`config.mk`:
```
export PLATFORM = sky130hd
export DESIGN_NAME = vga_timing_gen
export DESIGN_NICKNAME = d
export VERILOG_FILES = /design/src/rtl/vgachargen_pkg.sv /design/src/rtl/vga_timing_gen_axis.sv /design/src/rtl/vga_timing_gen.sv
export SDC_FILE = /design/constraint.sdc
export NUM_CORES = 1
export LEC_CHECK = 0
export ABC_CLOCK_PERIOD_IN_PS = 1650
export BUFFER_PORTS_ARGS = -buffer_cell sky130_fd_sc_hd__buf_2
export CORE_ASPECT_RATIO = 0.8
export CORE_MARGIN = 3
export CORE_UTILIZATION = 40
export DETAILED_ROUTE_END_ITERATION = 12
export HOLD_SLACK_MARGIN = 0.03
export SKIP_CTS_REPAIR_TIMING = 1
export SLEW_MARGIN = 0
export SYNTH_ARGS = -nofsm -noshare
export SYNTH_HDL_FRONTEND = slang
export SYNTH_SLANG_ARGS = --single-unit
```
`constraint.sdc`:
```
create_clock -name clk_i -period 1.65 [get_ports clk_i]
set_clock_uncertainty 0.15 [all_clocks]
set_input_delay 0.33 -clock clk_i [delete_from_list [all_inputs] [get_ports clk_i]]
set_output_delay 0.33 -clock clk_i [all_outputs]
set_load 0.05 [all_outputs]
```
`src/rtl/vgachargen_pkg.sv`:
```
// Shared VGA mode descriptions: per-axis timing struct, standard modes and
// helpers that derive the full line/frame lengths from a mode.
package vgachargen_pkg;

    typedef struct packed {
        int unsigned hd;
        int unsigned hf;
        int unsigned hr;
        int unsigned hb;
        int unsigned vd;
        int unsigned vf;
        int unsigned vr;
        int unsigned vb;
    } vga_timing_t;

    localparam vga_timing_t VGA_640x480 = '{hd: 640, hf: 16, hr: 96,  hb: 48,
                                            vd: 480, vf: 10, vr: 2,   vb: 33};
    localparam vga_timing_t VGA_800x600 = '{hd: 800, hf: 40, hr: 128, hb: 88,
                                            vd: 600, vf: 1,  vr: 4,   vb: 23};

    function automatic int unsigned vga_htotal(input vga_timing_t t);
        return t.hd + t.hf + t.hr + t.hb;
    endfunction

    function automatic int unsigned vga_vtotal(input vga_timing_t t);
        return t.vd + t.vf + t.vr + t.vb;
    endfunction

endpackage

```
`src/rtl/vga_timing_gen_axis.sv`:
```
// Single raster axis: position counter plus registered region decode for the
// position presented on each step (count, sync level, active, zero strobe).
module vga_axis_counter #(
    parameter int unsigned ACTIVE   = 640,
    parameter int unsigned FRONT    = 16,
    parameter int unsigned SYNC     = 96,
    parameter int unsigned BACK     = 48,
    parameter bit          SYNC_POL = 1'b0,
    parameter int unsigned W        = $clog2(ACTIVE + FRONT + SYNC + BACK)
) (
    input  logic         clk_i,
    input  logic         arstn_i,
    input  logic         clr_i,
    input  logic         step_i,
    input  logic         adv_i,
    output logic [W-1:0] count_o,
    output logic         sync_o,
    output logic         active_o,
    output logic         zero_o,
    output logic         last_o
);

    localparam logic [W-1:0] ACT_END  = W'(ACTIVE);
    localparam logic [W-1:0] SYNC_BEG = W'(ACTIVE + FRONT);
    localparam logic [W-1:0] SYNC_END = W'(ACTIVE + FRONT + SYNC);
    localparam logic [W-1:0] LAST     = W'(ACTIVE + FRONT + SYNC + BACK - 1);
    localparam logic         SYNC_ON  = SYNC_POL;
    localparam logic         SYNC_OFF = ~SYNC_POL;

    // cnt_q is the position to be presented on the next step (pre-armed).
    logic [W-1:0] cnt_q, cnt_d;
    logic [W-1:0] count_q, count_d;
    logic         sync_q, sync_d;
    logic         active_q, active_d;
    logic         zero_q, zero_d;

    assign last_o = (cnt_q == LAST);

    always_comb begin
        cnt_d    = cnt_q;
        count_d  = count_q;
        sync_d   = sync_q;
        active_d = active_q;
        zero_d   = 1'b0;
        if (clr_i) begin
            cnt_d    = '0;
            count_d  = '0;
            sync_d   = SYNC_OFF;
            active_d = 1'b0;
        end else if (step_i) begin
            count_d  = cnt_q;
            sync_d   = ((cnt_q >= SYNC_BEG) && (cnt_q < SYNC_END)) ? SYNC_ON : SYNC_OFF;
            active_d = (cnt_q < ACT_END);
            zero_d   = (cnt_q == '0);
            if (adv_i) begin
                cnt_d = last_o ? '0 : cnt_q + W'(1);
            end
        end
    end

    always_ff @(posedge clk_i or negedge arstn_i) begin
        if (!arstn_i) begin
            cnt_q    <= '0;
            count_q  <= '0;
            sync_q   <= SYNC_OFF;
            active_q <= 1'b0;
            zero_q   <= 1'b0;
        end else begin
            cnt_q    <= cnt_d;
            count_q  <= count_d;
            sync_q   <= sync_d;
            active_q <= active_d;
            zero_q   <= zero_d;
        end
    end

    assign count_o  = count_q;
    assign sync_o   = sync_q;
    assign active_o = active_q;
    assign zero_o   = zero_q;

endmodule

```
`src/rtl/vga_timing_gen.sv`:
```
// Parametrised VGA raster timing generator: pixel-clock divider driving a
// horizontal axis counter whose wrap steps the vertical axis counter.
module vga_timing_gen
    import vgachargen_pkg::*;
#(
    parameter int unsigned HD        = 640,
    parameter int unsigned HF        = 16,
    parameter int unsigned HR        = 96,
    parameter int unsigned HB        = 48,
    parameter int unsigned VD        = 480,
    parameter int unsigned VF        = 10,
    parameter int unsigned VR        = 2,
    parameter int unsigned VB        = 33,
    parameter int unsigned HSYNC_POL = 0,
    parameter int unsigned VSYNC_POL = 0,
    parameter int unsigned CLK_DIV   = 4
) (
    input  logic                            clk_i,
    input  logic                            arstn_i,
    input  logic                            en_i,
    output logic                            pix_tick_o,
    output logic [$clog2(HD+HF+HR+HB)-1:0]  hcount_o,
    output logic [$clog2(VD+VF+VR+VB)-1:0]  vcount_o,
    output logic                            de_o,
    output logic                            hsync_o,
    output logic                            vsync_o,
    output logic                            line_start_o,
    output logic                            frame_start_o
);

    localparam vga_timing_t MODE = '{hd: HD, hf: HF, hr: HR, hb: HB,
                                     vd: VD, vf: VF, vr: VR, vb: VB};
    localparam int unsigned HW    = $clog2(vga_htotal(MODE));
    localparam int unsigned VW    = $clog2(vga_vtotal(MODE));
    localparam int unsigned DIV_W = (CLK_DIV > 1) ? $clog2(CLK_DIV) : 1;
    localparam logic [DIV_W-1:0] DIV_LAST = DIV_W'(CLK_DIV - 1);

    if (HD == 0 || HF == 0 || HR == 0 || HB == 0 ||
        VD == 0 || VF == 0 || VR == 0 || VB == 0 || CLK_DIV == 0) begin : g_param_check
        $error("vga_timing_gen: timing parameters and CLK_DIV must be non-zero");
    end

    logic [DIV_W-1:0] div_q, div_d;
    logic             pix_tick_q, pix_tick_d;
    logic             tick;
    logic             clr;

    // Dropping en_i acts as a synchronous soft reset of the whole raster.
    assign clr = ~en_i;

    always_comb begin
        div_d = div_q;
        tick  = 1'b0;
        if (!en_i) begin
            div_d = '0;
        end else if (div_q == DIV_LAST) begin
            div_d = '0;
            tick  = 1'b1;
        end else begin
            div_d = div_q + DIV_W'(1);
        end
        pix_tick_d = tick;
    end

    always_ff @(posedge clk_i or negedge arstn_i) begin
        if (!arstn_i) begin
            div_q      <= '0;
            pix_tick_q <= 1'b0;
        end else begin
            div_q      <= div_d;
            pix_tick_q <= pix_tick_d;
        end
    end

    logic h_active, h_zero, h_last;
    logic v_active, v_zero, v_last_unused;

    vga_axis_counter #(
        .ACTIVE   (HD),
        .FRONT    (HF),
        .SYNC     (HR),
        .BACK     (HB),
        .SYNC_POL (HSYNC_POL != 0),
        .W        (HW)
    ) u_haxis (
        .clk_i    (clk_i),
        .arstn_i  (arstn_i),
        .clr_i    (clr),
        .step_i   (tick),
        .adv_i    (tick),
        .count_o  (hcount_o),
        .sync_o   (hsync_o),
        .active_o (h_active),
        .zero_o   (h_zero),
        .last_o   (h_last)
    );

    // Vertical outputs refresh on every pixel but the line only advances on
    // the tick that presents the last column.
    vga_axis_counter #(
        .ACTIVE   (VD),
        .FRONT    (VF),
        .SYNC     (VR),
        .BACK     (VB),
        .SYNC_POL (VSYNC_POL != 0),
        .W        (VW)
    ) u_vaxis (
        .clk_i    (clk_i),
        .arstn_i  (arstn_i),
        .clr_i    (clr),
        .step_i   (tick),
        .adv_i    (tick & h_last),
        .count_o  (vcount_o),
        .sync_o   (vsync_o),
        .active_o (v_active),
        .zero_o   (v_zero),
        .last_o   (v_last_unused)
    );

    assign pix_tick_o    = pix_tick_q;
    assign de_o          = h_active & v_active;
    assign line_start_o  = h_zero;
    assign frame_start_o = h_zero & v_zero;

endmodule

```
Word-level counts from Yosys, hierarchy flattened
Index checks and enable logic that the tools add are counted.
{"block": "classes", "n_addsub": 3, "n_mul": 0, "div_mod_pow": 0, "magnitude_cmp": 6, "eq_ne": 5, "n_shift": 0, "muxes": 29, "n_bitwise": 3, "reduce_logical": 5}
{"operator": "$mux W10", "count": 11}
{"operator": "$add A10 B1 Y10 const B", "count": 2}
{"operator": "$eq A10 B10 Y1 const B", "count": 2}
{"operator": "$logic_not A10 Y1", "count": 2}
{"operator": "$lt A10 B10 Y1 const B", "count": 2}
{"operator": "$lt A10 B9 Y1 const B", "count": 2}
{"operator": "$mux W1", "count": 16}
{"operator": "$ge A10 B10 Y1 const B", "count": 1}
{"operator": "$ge A10 B9 Y1 const B", "count": 1}
{"operator": "$mux W2", "count": 2}
{"operator": "$ne A2 B1 Y1 const B", "count": 2}
{"operator": "$and A1 B1 Y1", "count": 3}
{"operator": "$add A2 B1 Y2 const B", "count": 1}
{"operator": "$eq A2 B2 Y1 const B", "count": 1}
{"operator": "$logic_and A1 B1 Y1", "count": 2}
{"operator": "$reduce_and A2 Y1", "count": 1}
{"block": "totals", "regBits": 49, "latchBits": 0, "ramBits": 0, "romBits": 0, "inputBits": 3, "out_inout_bits": 26, "word_cells": 63, "memories": 0}

Longest topological paths before layout
Gate-level depths: netlist of run 1.
{"block": "logic_depth", "depth_word": 7, "depth_mapped": 6, "mapped_depth_nobuf": 6}

Hierarchy
A second synthesis of run 1 with hierarchy kept.
{"block": "hier_totals", "cells_unflattened": 231, "area_unflattened_um2": 2463.6}
{"mod": "vga_axis_counter at u_vaxis", "instances": 1, "cells_each": 110, "area_per_inst_um2": 1179.9, "seq_area_each_um2": 576.8}
{"mod": "vga_axis_counter at u_haxis", "instances": 1, "cells_each": 110, "area_per_inst_um2": 1144.8, "seq_area_each_um2": 576.8}
{"mod": "vga_timing_gen", "instances": 1, "cells_each": 11, "area_per_inst_um2": 138.9, "seq_area_each_um2": 75.1}

Worst setup path before layout of run 1
Ideal clock, no wire load.
{"block": "synth_timing", "path_type": "reg2reg", "start": "reg u_vaxis.cnt_q[0]", "end": "reg u_vaxis.cnt_q[6]", "setup_time_ns": 0.083, "arrival_time_ns": 1.603, "setup_slack_ns": -0.185, "path_stages_with_launch": 7, "synth_period_minus_slack_ns": 1.835, "path_cell_list": "dfrtp_1 inv_1 ha_1 nor2b_1 a41o_1 or4_1 o21ai_0"}
{"block": "synth_via", "elab_chain_cells": 5}
{"element": "from (decl)", "line_no": "vga_timing_gen_axis.sv:31", "rtl": "logic [W-1:0] cnt_q, cnt_d;"}
{"element": "from (signal assigned)", "line_no": "vga_timing_gen_axis.sv:69", "rtl": "cnt_q <= cnt_d;"}
{"element": "$add A10 B1 Y10 or $eq A10 B10 Y1 (tied branches)", "line_no": "vga_timing_gen_axis.sv:56, vga_timing_gen_axis.sv:37"}
{"element": "$mux W10 *", "line_no": "vga_timing_gen_axis.sv:56", "rtl": "cnt_d = last_o ? '0 : cnt_q + W'(1);"}
{"element": "$mux W10 *", "line_no": "vga_timing_gen_axis.sv:55", "rtl": "if (adv_i) begin"}
{"element": "$mux W10 *", "line_no": "vga_timing_gen_axis.sv:50", "rtl": "end else if (step_i) begin"}
{"element": "$mux W10 *", "line_no": "vga_timing_gen_axis.sv:45", "rtl": "if (clr_i) begin"}
Mark *: on every way between the ends. The rest lies on a longest branch, timed or not. The select of a mux whose other input is x is not followed.
A chain may end at the register's enable or synchronous reset.

Worst setup path after layout of run 1
{"block": "layout_timing", "start": "reg u_haxis.cnt_q[0]", "end": "reg u_vaxis.cnt_q[3]"}
{"block": "layout_via", "elab_chain_cells": 4}
{"element": "from (decl)", "line_no": "vga_timing_gen_axis.sv:31"}
{"element": "from (signal assigned)", "line_no": "vga_timing_gen_axis.sv:69"}
{"element": "$eq A10 B10 Y1", "line_no": "vga_timing_gen_axis.sv:37", "rtl": "assign last_o = (cnt_q == LAST);"}
{"element": "$and A1 B1 Y1", "line_no": "vga_timing_gen.sv:112", "rtl": ".adv_i (tick & h_last),"}
{"element": "$ne A2 B1 Y1 (no source line)"}
{"element": "$reduce_and A2 Y1 (no source line)"}
No other way between the ends.

==> results of run 1 <==
[layer usage]
metal  track usage [%]  vias to the layer above
met4              5.04                        0
met5                 0                        -
met3              3.26                        5
met2              24.6                       54
li1                  -                      978
met1              27.1                      961
[metrics by stage]
step                      cells  util [%]
final                       385      57.5
after floorplan             236         -
after CTS                   379      54.0
after global placement      371      52.0
after detailed placement    371      52.0
after global routing        385      57.5
[cells by family (layout without fill, tap and decap cells)]
logic type | after synthesis | count (layout)
simple gates | 101 | 101
flops | 49 | 49
compound gates | 32 | 32
buf+inv | 24 | 95
mux | 22 | 22
fa+ha+maj | 6 | 6
xor+xnor | 2 | 2
[power groups by stage]
| stage | sequential [uW] | clock, uW | combinational [uW] |
|---|---|---|---|
| after floorplan | 1260 | 0 | 84.2 |
| after global placement | 1250 | 0 | 176 |
| after detailed placement | 1250 | 0 | 178 |
| after CTS | 1220 | 899 | 178 |
| after global routing | 1230 | 940 | 220 |
| final | 1230 | 876 | 200 |
[registers in the layout (all words and copies together) (netlist names)]
name / count
u_vaxis.cnt_q: 10
u_vaxis.zero_o: 1
pix_tick_o: 1
u_haxis.count_o: 10
u_haxis.active_o: 1
u_haxis.zero_o: 1
div_q: 2
u_vaxis.count_o: 10
u_vaxis.sync_o: 1
u_haxis.sync_o: 1
u_haxis.cnt_q: 10
u_vaxis.active_o: 1
[cell type report]
cell class | count | area, um^2 | share of cell area [%]
well taps | 78 | 97.6 | 3.01
multi-input cells | 163 | 1220 | 37.6
clock inverters | 2 | 38.8 | 1.20
clock buffers | 6 | 72.6 | 2.24
repair buffers | 79 | 557 | 17.2
inverters | 8 | 30.0 | 0.926
flip-flops and latches | 49 | 1230 | 37.9
[synth_stat cells (4+ instances only)]
library cell,number
sky130_fd_sc_hd__o21ai_0,6
sky130_fd_sc_hd__nand3_1,10
sky130_fd_sc_hd__nor2_1,29
sky130_fd_sc_hd__clkbuf_2,4
sky130_fd_sc_hd__and3_1,5
sky130_fd_sc_hd__mux2i_1,21
sky130_fd_sc_hd__nand2_1,20
sky130_fd_sc_hd__ha_1,6
sky130_fd_sc_hd__dfrtp_1,47
sky130_fd_sc_hd__and2_1,4
sky130_fd_sc_hd__a31oi_1,4
sky130_fd_sc_hd__nor4_1,4
sky130_fd_sc_hd__or4_1,5
sky130_fd_sc_hd__o211ai_1,4
sky130_fd_sc_hd__and4_1,4
sky130_fd_sc_hd__inv_1,8
sky130_fd_sc_hd__nor3_1,4
sky130_fd_sc_hd__clkbuf_1,8
sky130_fd_sc_hd__a21oi_1,6
[worst paths after layout]
path                                         startpoint                            to  slack, ns
min reg2reg                          div_q[0]$_DFF_PN0_            div_q[0]$_DFF_PN0_       0.36
max reg2reg                u_haxis.cnt_q[0]$_DFFE_PN0P_  u_vaxis.cnt_q[3]$_DFFE_PN0P_      -0.19
max                        u_haxis.cnt_q[0]$_DFFE_PN0P_  u_vaxis.cnt_q[3]$_DFFE_PN0P_      -0.19
min in group asynchronous                       arstn_i  u_vaxis.cnt_q[8]$_DFFE_PN0P_       0.37
max in group asynchronous                       arstn_i    u_vaxis.sync_o$_DFFE_PN1P_       0.69
min                                                en_i  u_haxis.cnt_q[9]$_DFFE_PN0P_       0.18
==> run_summary.xml, run 1 <==
<?xml version="1.0" encoding="UTF-8"?>
<metrics>
  <group name="route">
    <metric name="route.met2.wl" unit="um">2670</metric>
    <metric name="drcViolationCount" unit="">0</metric>
    <metric name="first_pass_iters" unit="">4</metric>
    <metric name="drtAntennaViolNets" unit="">0</metric>
    <metric name="viasPerCell" unit="">5.19</metric>
    <metric name="detail_route.wirelength" unit="um">6080</metric>
    <metric name="wl_met3" unit="um">312</metric>
    <metric name="wl_per_cell" unit="um">15.8</metric>
    <metric name="wl_met1" unit="um">3040</metric>
    <metric name="highest-signal-layer" unit="">met4</metric>
    <metric name="route.vias.total" unit="">1998</metric>
    <metric name="first_iter_violations" unit="">102</metric>
  </group>
  <group name="critical_path">
    <metric name="crit_path_max_incr_delay" unit="ns">0.37</metric>
    <metric name="path_buf_inv" unit="">1</metric>
    <metric name="criticalPathCategory" unit="">flop to flop</metric>
    <metric name="cp_data_required_time" unit="ns">1.74</metric>
    <metric name="worst_path_max_delay_cell" unit="">sky130_fd_sc_hd__dfrtp_1</metric>
    <metric name="critPathCaptureType" unit="">flop</metric>
    <metric name="crit_arrival" unit="ns">1.93</metric>
    <metric name="worst-path-stages" unit="">6</metric>
    <metric name="critPathLaunchType" unit="">flop</metric>
    <metric name="crit_chain" unit="">ha_1, and4_4, nand4_1, buf_4, or3_1, a31oi_1</metric>
    <metric name="rr_worst_depth" unit="">6</metric>
    <metric name="crit_path_max_fanout" unit="">5</metric>
    <metric name="cp_top_family" unit="">simple AND/OR/NAND/NOR gates</metric>
  </group>
  <group name="sta">
    <metric name="timing.final.max_slew_violations" unit="">0</metric>
    <metric name="finalHoldViolCount" unit="">0</metric>
    <metric name="final_period_minus_worst_setup_slack" unit="ns">1.84</metric>
    <metric name="max_freq" unit="MHz">543</metric>
    <metric name="fin_hold_ws" unit="ns">0.181</metric>
    <metric name="timing.final.ws_setup" unit="ns">-0.193</metric>
    <metric name="setup_viol" unit="">17</metric>
    <metric name="min_period_over_period" unit="%">112</metric>
    <metric name="worstMarginPinSlew" unit="ns">0.347</metric>
    <metric name="setup_total_negative_slack" unit="ns">-1.63</metric>
    <metric name="slew-limit-headroom" unit="%">76.7</metric>
    <metric name="grt_setup_unrepaired" unit="">yes</metric>
  </group>
  <group name="clocking">
    <metric name="clk_transition_reported_paths" unit="ns">0.10</metric>
    <metric name="clk_latency" unit="ns">0.31</metric>
    <metric name="number_of_cts_inserted_buffers" unit="">5</metric>
    <metric name="cts_buffer_depth" unit="">2</metric>
    <metric name="cts_sinks" unit="">49</metric>
    <metric name="cts-htree-levels" unit="">2</metric>
    <metric name="tritoncts" unit="">built</metric>
    <metric name="library_cell_used_as_clock_root_buffer" unit="">sky130_fd_sc_hd__clkbuf_8</metric>
  </group>
  <group name="yosys">
    <metric name="synth_top_cells_by_area" unit="">sky130_fd_sc_hd__dfrtp_1 49%, sky130_fd_sc_hd__mux2i_1 8.7%, sky130_fd_sc_hd__nor2_1 4.5%, sky130_fd_sc_hd__ha_1 3.1%, sky130_fd_sc_hd__nand2_1 3.1%</metric>
    <metric name="synth_compound_gate_area_share" unit="%">9.15</metric>
    <metric name="synth_adder_area_share" unit="%">3.12</metric>
    <metric name="synthDominantAreaCellType" unit="">sky130_fd_sc_hd__dfrtp_1</metric>
    <metric name="syn_area_per_cell" unit="um^2">10.2</metric>
    <metric name="synth.area.mux_share" unit="%">9.20</metric>
    <metric name="netlist-cell-type-count" unit="">41</metric>
    <metric name="yosys_warnings" unit="">0</metric>
    <metric name="synthFlopType" unit="">sky130_fd_sc_hd__dfrtp_1</metric>
    <metric name="syn_area" unit="mm^2">0.00241</metric>
    <metric name="synth_edf_count" unit="">0</metric>
    <metric name="synth_top_family_by_area" unit="">simple AND/OR/NAND/NOR gates</metric>
    <metric name="synth_seq_cells" unit="">49</metric>
    <metric name="async_flop_share" unit="%">100</metric>
    <metric name="synthesis.nets" unit="">245</metric>
    <metric name="post_synth_xor_xnor_area" unit="%">0.728</metric>
    <metric name="synthesis.instances" unit="">236</metric>
    <metric name="synthSimpleGateAreaFrac" unit="%">22.3</metric>
    <metric name="synth_top_area_share" unit="%">48.9</metric>
    <metric name="synth-seq-area-share" unit="%">51.1</metric>
  </group>
  <group name="pwr">
    <metric name="power.total" unit="uW">2300</metric>
    <metric name="vdd.ir_drop.worst" unit="mV">0.465</metric>
    <metric name="seqPwrFrac" unit="%">53.3</metric>
    <metric name="share_comb_of_total_power" unit="%">8.7</metric>
    <metric name="power_switching_share" unit="%">23.9</metric>
    <metric name="leakage" unit="uW">0.00152</metric>
    <metric name="power.switching" unit="uW">550</metric>
    <metric name="power_per_cell_area" unit="mW/mm^2">710</metric>
    <metric name="clkPwrFrac" unit="%">38.0</metric>
    <metric name="p_int" unit="uW">1750</metric>
  </group>
  <group name="finish">
    <metric name="total_number_of_nets_in_the_final_design" unit="">315</metric>
    <metric name="fill_cells" unit="">509</metric>
    <metric name="syn_to_final_growth" unit="%">34.8</metric>
    <metric name="share_of_layout_cells_above_drive_strength_1" unit="%">37.5</metric>
    <metric name="final_cell_mix" unit="">46 x sky130_fd_sc_hd__dfrtp_1, 44 x sky130_fd_sc_hd__buf_4, 28 x sky130_fd_sc_hd__nor2_1, 28 x sky130_fd_sc_hd__buf_2, 21 x sky130_fd_sc_hd__mux2i_1</metric>
    <metric name="stdcell_area" unit="mm^2">0.00324</metric>
    <metric name="layout_commonest_cell" unit="">sky130_fd_sc_hd__dfrtp_1</metric>
    <metric name="antenna_cells" unit="">0</metric>
  </group>
  <group name="run_status">
    <metric name="run_status" unit="">finished, violations left</metric>
    <metric name="violations_in_the_final_reports" unit="">negative setup slack</metric>
  </group>
  <group name="run">
    <metric name="drv_cap" unit="">0</metric>
  </group>
  <group name="die">
    <metric name="starting_utilization_of_the_core_area" unit="%">42.6</metric>
    <metric name="ios" unit="">29</metric>
    <metric name="die_y" unit="um">75.4</metric>
    <metric name="die_x" unit="um">92.7</metric>
    <metric name="rows" unit="">24</metric>
    <metric name="die_area" unit="mm^2">0.00699</metric>
    <metric name="core" unit="mm^2">0.00565</metric>
  </group>
  <group name="place">
    <metric name="gpl.final_weighted_congestion" unit="">0.829</metric>
    <metric name="dp_worst_setup_slack" unit="ns">-0.169</metric>
    <metric name="instance_area_at_placement" unit="mm^2">0.00294</metric>
    <metric name="numPortBuffers" unit="">28</metric>
    <metric name="place.detailed.hpwl" unit="um">4050</metric>
  </group>
  <group name="worst_hold_path">
    <metric name="timing.hold.worst_path_depth" unit="">2</metric>
    <metric name="hold_path_class" unit="">input port to flop</metric>
  </group>
  <group name="global_routing">
    <metric name="grt_antenna_before_repair" unit="">0</metric>
    <metric name="maximum_number_of_pins_on_one_net_before_global_route_repair" unit="">50</metric>
    <metric name="via_count_of_the_first_global_routing_pass" unit="">1830</metric>
    <metric name="global_route_wire_length_before_repair" unit="um">9420</metric>
    <metric name="gr-usage-all-layers" unit="%">17.4</metric>
    <metric name="globalRouteOverflowTotal" unit="">0</metric>
  </group>
</metrics>
Power figures use the tool's default switching activity.
==> run 2: changes to the inputs <==
--- a/config.mk
+++ b/config.mk
@@ -12,6 +12,7 @@
 export CORE_UTILIZATION = 40
 export DETAILED_ROUTE_END_ITERATION = 12
 export HOLD_SLACK_MARGIN = 0.03
+export REMOVE_ABC_BUFFERS = 1
 export SKIP_CTS_REPAIR_TIMING = 1
 export SLEW_MARGIN = 0
 export SYNTH_ARGS = -nofsm -noshare
==> run_summary.xml, run 2 (synthesis results as in run 1) <==
<?xml version="1.0" encoding="UTF-8"?>
<metrics>
  <group name="global_routing">
    <metric name="maximum_number_of_pins_on_one_net_before_global_route_repair" unit="">50</metric>
    <metric name="globalRouteOverflowTotal" unit="">0</metric>
    <metric name="global_route_wire_length_before_repair" unit="um">9340</metric>
    <metric name="grt_antenna_before_repair" unit="">0</metric>
    <metric name="via_count_of_the_first_global_routing_pass" unit="">1865</metric>
    <metric name="gr-usage-all-layers" unit="%">17.2</metric>
  </group>
  <group name="place">
    <metric name="gpl.final_weighted_congestion" unit="">0.846</metric>
    <metric name="place.detailed.hpwl" unit="um">4050</metric>
    <metric name="numPortBuffers" unit="">28</metric>
  </group>
  <group name="pwr">
    <metric name="power_per_cell_area" unit="mW/mm^2">733</metric>
    <metric name="leakage" unit="uW">0.00156</metric>
    <metric name="vdd.ir_drop.worst" unit="mV">0.489</metric>
  </group>
  <group name="clocking">
    <metric name="clk_transition_reported_paths" unit="ns">0.09</metric>
    <metric name="number_of_cts_inserted_buffers" unit="">5</metric>
    <metric name="cts_buffer_depth" unit="">2</metric>
    <metric name="cts-htree-levels" unit="">2</metric>
    <metric name="library_cell_used_as_clock_root_buffer" unit="">sky130_fd_sc_hd__clkbuf_8</metric>
    <metric name="clk_latency" unit="ns">0.30</metric>
    <metric name="cts_sinks" unit="">49</metric>
    <metric name="tritoncts" unit="">built</metric>
  </group>
  <group name="critical_path">
    <metric name="crit_arrival" unit="ns">1.95</metric>
    <metric name="critPathLaunchType" unit="">flop</metric>
    <metric name="crit_path_max_fanout" unit="">3</metric>
    <metric name="regToRegSetupSlack" unit="ns">-0.22</metric>
    <metric name="crit_path_start" unit="">u_haxis.cnt_q[5]$_DFFE_PN0P_</metric>
    <metric name="critPathCaptureType" unit="">flop</metric>
    <metric name="cp_data_required_time" unit="ns">1.73</metric>
    <metric name="criticalPathCategory" unit="">flop to flop</metric>
    <metric name="setup.worst_path.end" unit="">u_vaxis.cnt_q[7]$_DFFE_PN0P_</metric>
    <metric name="worst_reg2reg_startpoint" unit="">u_haxis.cnt_q[5]$_DFFE_PN0P_</metric>
    <metric name="rr_worst_depth" unit="">4</metric>
    <metric name="r2r_end" unit="">u_vaxis.cnt_q[7]$_DFFE_PN0P_</metric>
  </group>
  <group name="die">
    <metric name="die_y" unit="um">75.4</metric>
    <metric name="rows" unit="">24</metric>
    <metric name="ios" unit="">29</metric>
    <metric name="die_area" unit="mm^2">0.00699</metric>
    <metric name="die_x" unit="um">92.7</metric>
    <metric name="core" unit="mm^2">0.00565</metric>
    <metric name="starting_utilization_of_the_core_area" unit="%">42.6</metric>
  </group>
  <group name="finish">
    <metric name="final_cell_mix" unit="">47 x sky130_fd_sc_hd__dfrtp_1, 44 x sky130_fd_sc_hd__buf_4, 29 x sky130_fd_sc_hd__nor2_1, 28 x sky130_fd_sc_hd__buf_2, 21 x sky130_fd_sc_hd__mux2i_1</metric>
    <metric name="total_number_of_nets_in_the_final_design" unit="">320</metric>
    <metric name="antenna_cells" unit="">0</metric>
    <metric name="layout_commonest_cell" unit="">sky130_fd_sc_hd__dfrtp_1</metric>
    <metric name="postLayoutCoreUtil" unit="%">58.8</metric>
    <metric name="share_of_layout_cells_above_drive_strength_1" unit="%">39.7</metric>
    <metric name="syn_to_final_growth" unit="%">38.0</metric>
  </group>
  <group name="route">
    <metric name="drtAntennaViolNets" unit="">0</metric>
    <metric name="route.vias.total" unit="">1987</metric>
    <metric name="first_iter_violations" unit="">88</metric>
    <metric name="drcViolationCount" unit="">0</metric>
    <metric name="first_pass_iters" unit="">4</metric>
    <metric name="detail_route.wirelength" unit="um">5780</metric>
    <metric name="viasPerCell" unit="">5.09</metric>
    <metric name="wl_per_cell" unit="um">14.8</metric>
  </group>
  <group name="sta">
    <metric name="worstMarginPinSlew" unit="ns">0.340</metric>
    <metric name="timing.final.max_slew_violations" unit="">0</metric>
    <metric name="fin_hold_ws" unit="ns">0.262</metric>
    <metric name="max_freq" unit="MHz">534</metric>
    <metric name="final_period_minus_worst_setup_slack" unit="ns">1.87</metric>
    <metric name="finalHoldViolCount" unit="">0</metric>
    <metric name="slew-limit-headroom" unit="%">77.2</metric>
    <metric name="setup_viol" unit="">13</metric>
    <metric name="timing.final.ws_setup" unit="ns">-0.224</metric>
    <metric name="min_period_over_period" unit="%">114</metric>
    <metric name="grt_setup_unrepaired" unit="">yes</metric>
  </group>
  <group name="worst_hold_path">
    <metric name="hold_path_class" unit="">input port to flop</metric>
  </group>
  <group name="run_status">
    <metric name="run_status" unit="">finished, violations left</metric>
    <metric name="violations_in_the_final_reports" unit="">negative setup slack</metric>
  </group>
  <group name="run">
    <metric name="drv_cap" unit="">0</metric>
  </group>
</metrics>
run 2: cell type report:
cell class / instances / area [um^2]
Clock buffer: 5 / 68.8
Clock inverter: 3 / 65.1
Fill cell: 512 / 2330
Inverter: 8 / 30.0
Multi-Input combinational cell: 163 / 1220
Sequential cell: 49 / 1230
Tap cell: 78 / 97.6
Timing Repair Buffer: 84 / 613
run 2: worst min-delay path by stage:
stage                     cells past startpoint  slack, ns                             end     from
after floorplan                               0      -0.12              div_q[0]$_DFF_PN0_  arstn_i
after global placement                        2       0.19  u_haxis.count_o[5]$_DFFE_PN0P_  arstn_i
after detailed placement                      2       0.19  u_haxis.count_o[3]$_DFFE_PN0P_  arstn_i
after CTS                                     2      -0.15  u_vaxis.count_o[3]$_DFFE_PN0P_  arstn_i
after global routing                          3       0.27      u_vaxis.sync_o$_DFFE_PN1P_     en_i
final                                         3       0.26      u_vaxis.sync_o$_DFFE_PN1P_     en_i
run 2: metrics by stage:
stage	setup TNS (ns)	power [uW]	std cells	instance area (um^2)	worst slack, ns
5_1_grt	-2.39	2530	390	3320	-0.263
2_1_floorplan	-23.41	1330	220	2330	-1.09
3_3_place_gp	-1.64	1430	376	2960	-0.165
6_report	-1.58	2430	390	3320	-0.224
4_1_cts	-3.14	2430	384	3090	-0.279
3_5_place_dp	-2.60	1430	376	2960	-0.247
run 2: power breakdown:
part / leakage (uW) / switching, uW / internal [uW]
logic: 0.000819 / 117 / 86.7
registers: 0.000674 / 11.0 / 1220
clock network: 0.0000681 / 401 / 602
run 2: critical path, stage by stage (launching register included):
cell and delay, ns:
sky130_fd_sc_hd__dfrtp_1 0.43, sky130_fd_sc_hd__nor4b_4 0.37, sky130_fd_sc_hd__nand4_1 0.17, sky130_fd_sc_hd__or4_4 0.56, sky130_fd_sc_hd__a21oi_2 0.12
run 2: metal layers:
metal | vias up | routed length, um | GRT usage, %
li1 | 994 | - | -
met4 | 0 | 43 | 3.90
met3 | 4 | 188 | 2.96
met1 | 953 | 3020 | 25.5
met2 | 36 | 2520 | 26.5
met5 | - | 0 | 0
==> run 3: changes to the inputs <==
--- a/config.mk
+++ b/config.mk
@@ -17,4 +17,5 @@
 export SLEW_MARGIN = 0
 export SYNTH_ARGS = -nofsm -noshare
 export SYNTH_HDL_FRONTEND = slang
+export SYNTH_HIERARCHICAL = 1
 export SYNTH_SLANG_ARGS = --single-unit
==> run_summary.xml, run 3 <==
<?xml version="1.0" encoding="UTF-8"?>
<metrics>
  <group name="critical_path">
    <metric name="criticalPathCategory" unit="">flop to flop</metric>
    <metric name="crit_path_max_fanout" unit="">7</metric>
    <metric name="critPathCaptureType" unit="">flop</metric>
    <metric name="cp_data_required_time" unit="ns">1.68</metric>
    <metric name="crit_arrival" unit="ns">2.00</metric>
    <metric name="critPathLaunchType" unit="">flop</metric>
  </group>
  <group name="sta">
    <metric name="setup_viol" unit="">27</metric>
    <metric name="worstMarginPinSlew" unit="ns">0.399</metric>
    <metric name="min_period_over_period" unit="%">119</metric>
    <metric name="timing.final.max_slew_violations" unit="">0</metric>
    <metric name="fin_hold_ws" unit="ns">0.157</metric>
    <metric name="slew-limit-headroom" unit="%">73.4</metric>
    <metric name="final_period_minus_worst_setup_slack" unit="ns">1.97</metric>
    <metric name="max_freq" unit="MHz">507</metric>
    <metric name="finalHoldViolCount" unit="">0</metric>
    <metric name="timing.final.ws_setup" unit="ns">-0.322</metric>
    <metric name="setup_total_negative_slack" unit="ns">-3.49</metric>
    <metric name="grt_setup_unrepaired" unit="">yes</metric>
  </group>
  <group name="clocking">
    <metric name="library_cell_used_as_clock_root_buffer" unit="">sky130_fd_sc_hd__clkbuf_8</metric>
    <metric name="clk_latency" unit="ns">0.29</metric>
    <metric name="cts-htree-levels" unit="">2</metric>
    <metric name="clk_transition_reported_paths" unit="ns">0.08</metric>
    <metric name="tritoncts" unit="">built</metric>
    <metric name="cts_sinks" unit="">49</metric>
    <metric name="number_of_cts_inserted_buffers" unit="">5</metric>
    <metric name="cts_buffer_depth" unit="">2</metric>
  </group>
  <group name="place">
    <metric name="dp_worst_setup_slack" unit="ns">-0.405</metric>
    <metric name="numPortBuffers" unit="">28</metric>
    <metric name="place.detailed.hpwl" unit="um">3910</metric>
    <metric name="instance_area_at_placement" unit="mm^2">0.00287</metric>
    <metric name="gpl.final_weighted_congestion" unit="">0.870</metric>
  </group>
  <group name="finish">
    <metric name="multi_input_area" unit="mm^2">0.00126</metric>
    <metric name="syn_to_final_growth" unit="%">29.8</metric>
    <metric name="layout_commonest_cell" unit="">sky130_fd_sc_hd__dfrtp_1</metric>
    <metric name="antenna_cells" unit="">0</metric>
    <metric name="total_number_of_nets_in_the_final_design" unit="">301</metric>
    <metric name="share_of_layout_cells_above_drive_strength_1" unit="%">36.9</metric>
    <metric name="final_cell_mix" unit="">47 x sky130_fd_sc_hd__dfrtp_1, 40 x sky130_fd_sc_hd__nor2_1, 33 x sky130_fd_sc_hd__buf_4, 28 x sky130_fd_sc_hd__buf_2, 21 x sky130_fd_sc_hd__mux2i_1</metric>
    <metric name="stdcell_area" unit="mm^2">0.00319</metric>
    <metric name="fill_cells" unit="">512</metric>
    <metric name="seqCellArea" unit="mm^2">0.00123</metric>
    <metric name="postLayoutCoreUtil" unit="%">56.0</metric>
  </group>
  <group name="die">
    <metric name="ios" unit="">29</metric>
    <metric name="starting_utilization_of_the_core_area" unit="%">43.1</metric>
    <metric name="die_x" unit="um">93.7</metric>
    <metric name="rows" unit="">24</metric>
    <metric name="die_y" unit="um">76.1</metric>
    <metric name="die_area" unit="mm^2">0.00713</metric>
    <metric name="core" unit="mm^2">0.00571</metric>
  </group>
  <group name="route">
    <metric name="highest-signal-layer" unit="">met4</metric>
    <metric name="wl_met3" unit="um">193</metric>
    <metric name="route.vias.total" unit="">1853</metric>
    <metric name="drcViolationCount" unit="">0</metric>
    <metric name="wl_met1" unit="um">2940</metric>
    <metric name="detail_route.wirelength" unit="um">5590</metric>
    <metric name="drtAntennaViolNets" unit="">0</metric>
    <metric name="first_pass_iters" unit="">4</metric>
    <metric name="wl_per_cell" unit="um">15.1</metric>
    <metric name="first_iter_violations" unit="">145</metric>
    <metric name="route.met2.wl" unit="um">2410</metric>
    <metric name="viasPerCell" unit="">4.99</metric>
  </group>
  <group name="global_routing">
    <metric name="globalRouteOverflowTotal" unit="">0</metric>
    <metric name="via_count_of_the_first_global_routing_pass" unit="">1765</metric>
    <metric name="grt_antenna_before_repair" unit="">0</metric>
    <metric name="gr-usage-all-layers" unit="%">16.0</metric>
    <metric name="global_route_wire_length_before_repair" unit="um">9070</metric>
    <metric name="maximum_number_of_pins_on_one_net_before_global_route_repair" unit="">22</metric>
  </group>
  <group name="run">
    <metric name="drv_cap" unit="">0</metric>
  </group>
  <group name="pwr">
    <metric name="vdd.ir_drop.worst" unit="mV">0.368</metric>
    <metric name="leakage" unit="uW">0.00144</metric>
    <metric name="power_per_cell_area" unit="mW/mm^2">651</metric>
  </group>
  <group name="run_status">
    <metric name="violations_in_the_final_reports" unit="">negative setup slack</metric>
    <metric name="run_status" unit="">finished, violations left</metric>
  </group>
  <group name="worst_hold_path">
    <metric name="hold_path_class" unit="">input port to flop</metric>
  </group>
  <group name="yosys">
    <metric name="syn_area_per_cell" unit="um^2">10.7</metric>
    <metric name="yosys_warnings" unit="">6</metric>
    <metric name="syn_area" unit="mm^2">0.00246</metric>
    <metric name="synthesis.instances" unit="">230</metric>
  </group>
</metrics>
## run 3: final timing paths
path | depth (start not counted) | startpoint | end | slack, ns
max in group asynchronous | 3 | arstn_i | u_vaxis/count_o[0]$_DFFE_PN0P_ | 0.48
min | 2 | en_i | div_q[1]$_DFF_PN0_ | 0.16
max reg2reg | 8 | u_haxis/cnt_q[5]$_DFFE_PN0P_ | u_vaxis/cnt_q[6]$_DFFE_PN0P_ | -0.32
max | 8 | u_haxis/cnt_q[5]$_DFFE_PN0P_ | u_vaxis/cnt_q[6]$_DFFE_PN0P_ | -0.32
min reg2reg | 2 | u_vaxis/count_o[3]$_DFFE_PN0P_ | u_vaxis/count_o[3]$_DFFE_PN0P_ | 0.37
min in group asynchronous | 2 | arstn_i | u_haxis/count_o[4]$_DFFE_PN0P_ | 0.34
## run 3: power by group
group	internal [uW]	leakage, uW	total [uW]	switching, uW
Combinational	64.9	0.000717	158	93.3
Clock	342	0.0000455	707	365
Sequential	1210	0.000675	1210	4.24
Total	1620	0.00144	2080	463
## run 3: area by class of cell
type                    instances  area share (%)
multi-input cells             162            39.6
well taps                      78            3.06
flip-flops and latches         49            38.5
inverters                       5           0.588
repair buffers                 69            15.5
clock buffers                   8            2.82
## run 3: worst max-delay path: stages (launching register included)
cell and delay, ns:
sky130_fd_sc_hd__dfrtp_1 0.39, sky130_fd_sc_hd__and4b_1 0.32, sky130_fd_sc_hd__and3_1 0.20, sky130_fd_sc_hd__and3_4 0.21
sky130_fd_sc_hd__a21oi_4 0.06, sky130_fd_sc_hd__buf_12 0.15, sky130_fd_sc_hd__nor3_2 0.19, sky130_fd_sc_hd__xnor2_1 0.14
sky130_fd_sc_hd__nor2_1 0.05
## run 3: layer usage
metal	vias to the layer above	GRT usage, %
met5	-	0
met4	0	5.34
met3	4	3.26
met2	35	20.4
met1	891	26.1
li1	923	-
## run 3: per-stage QoR
step	total power, uW	cells
detailed placement	1370	355
finish	2080	371
global route	2200	371
CTS	2090	363
global placement	1370	355
floorplan	1300	216
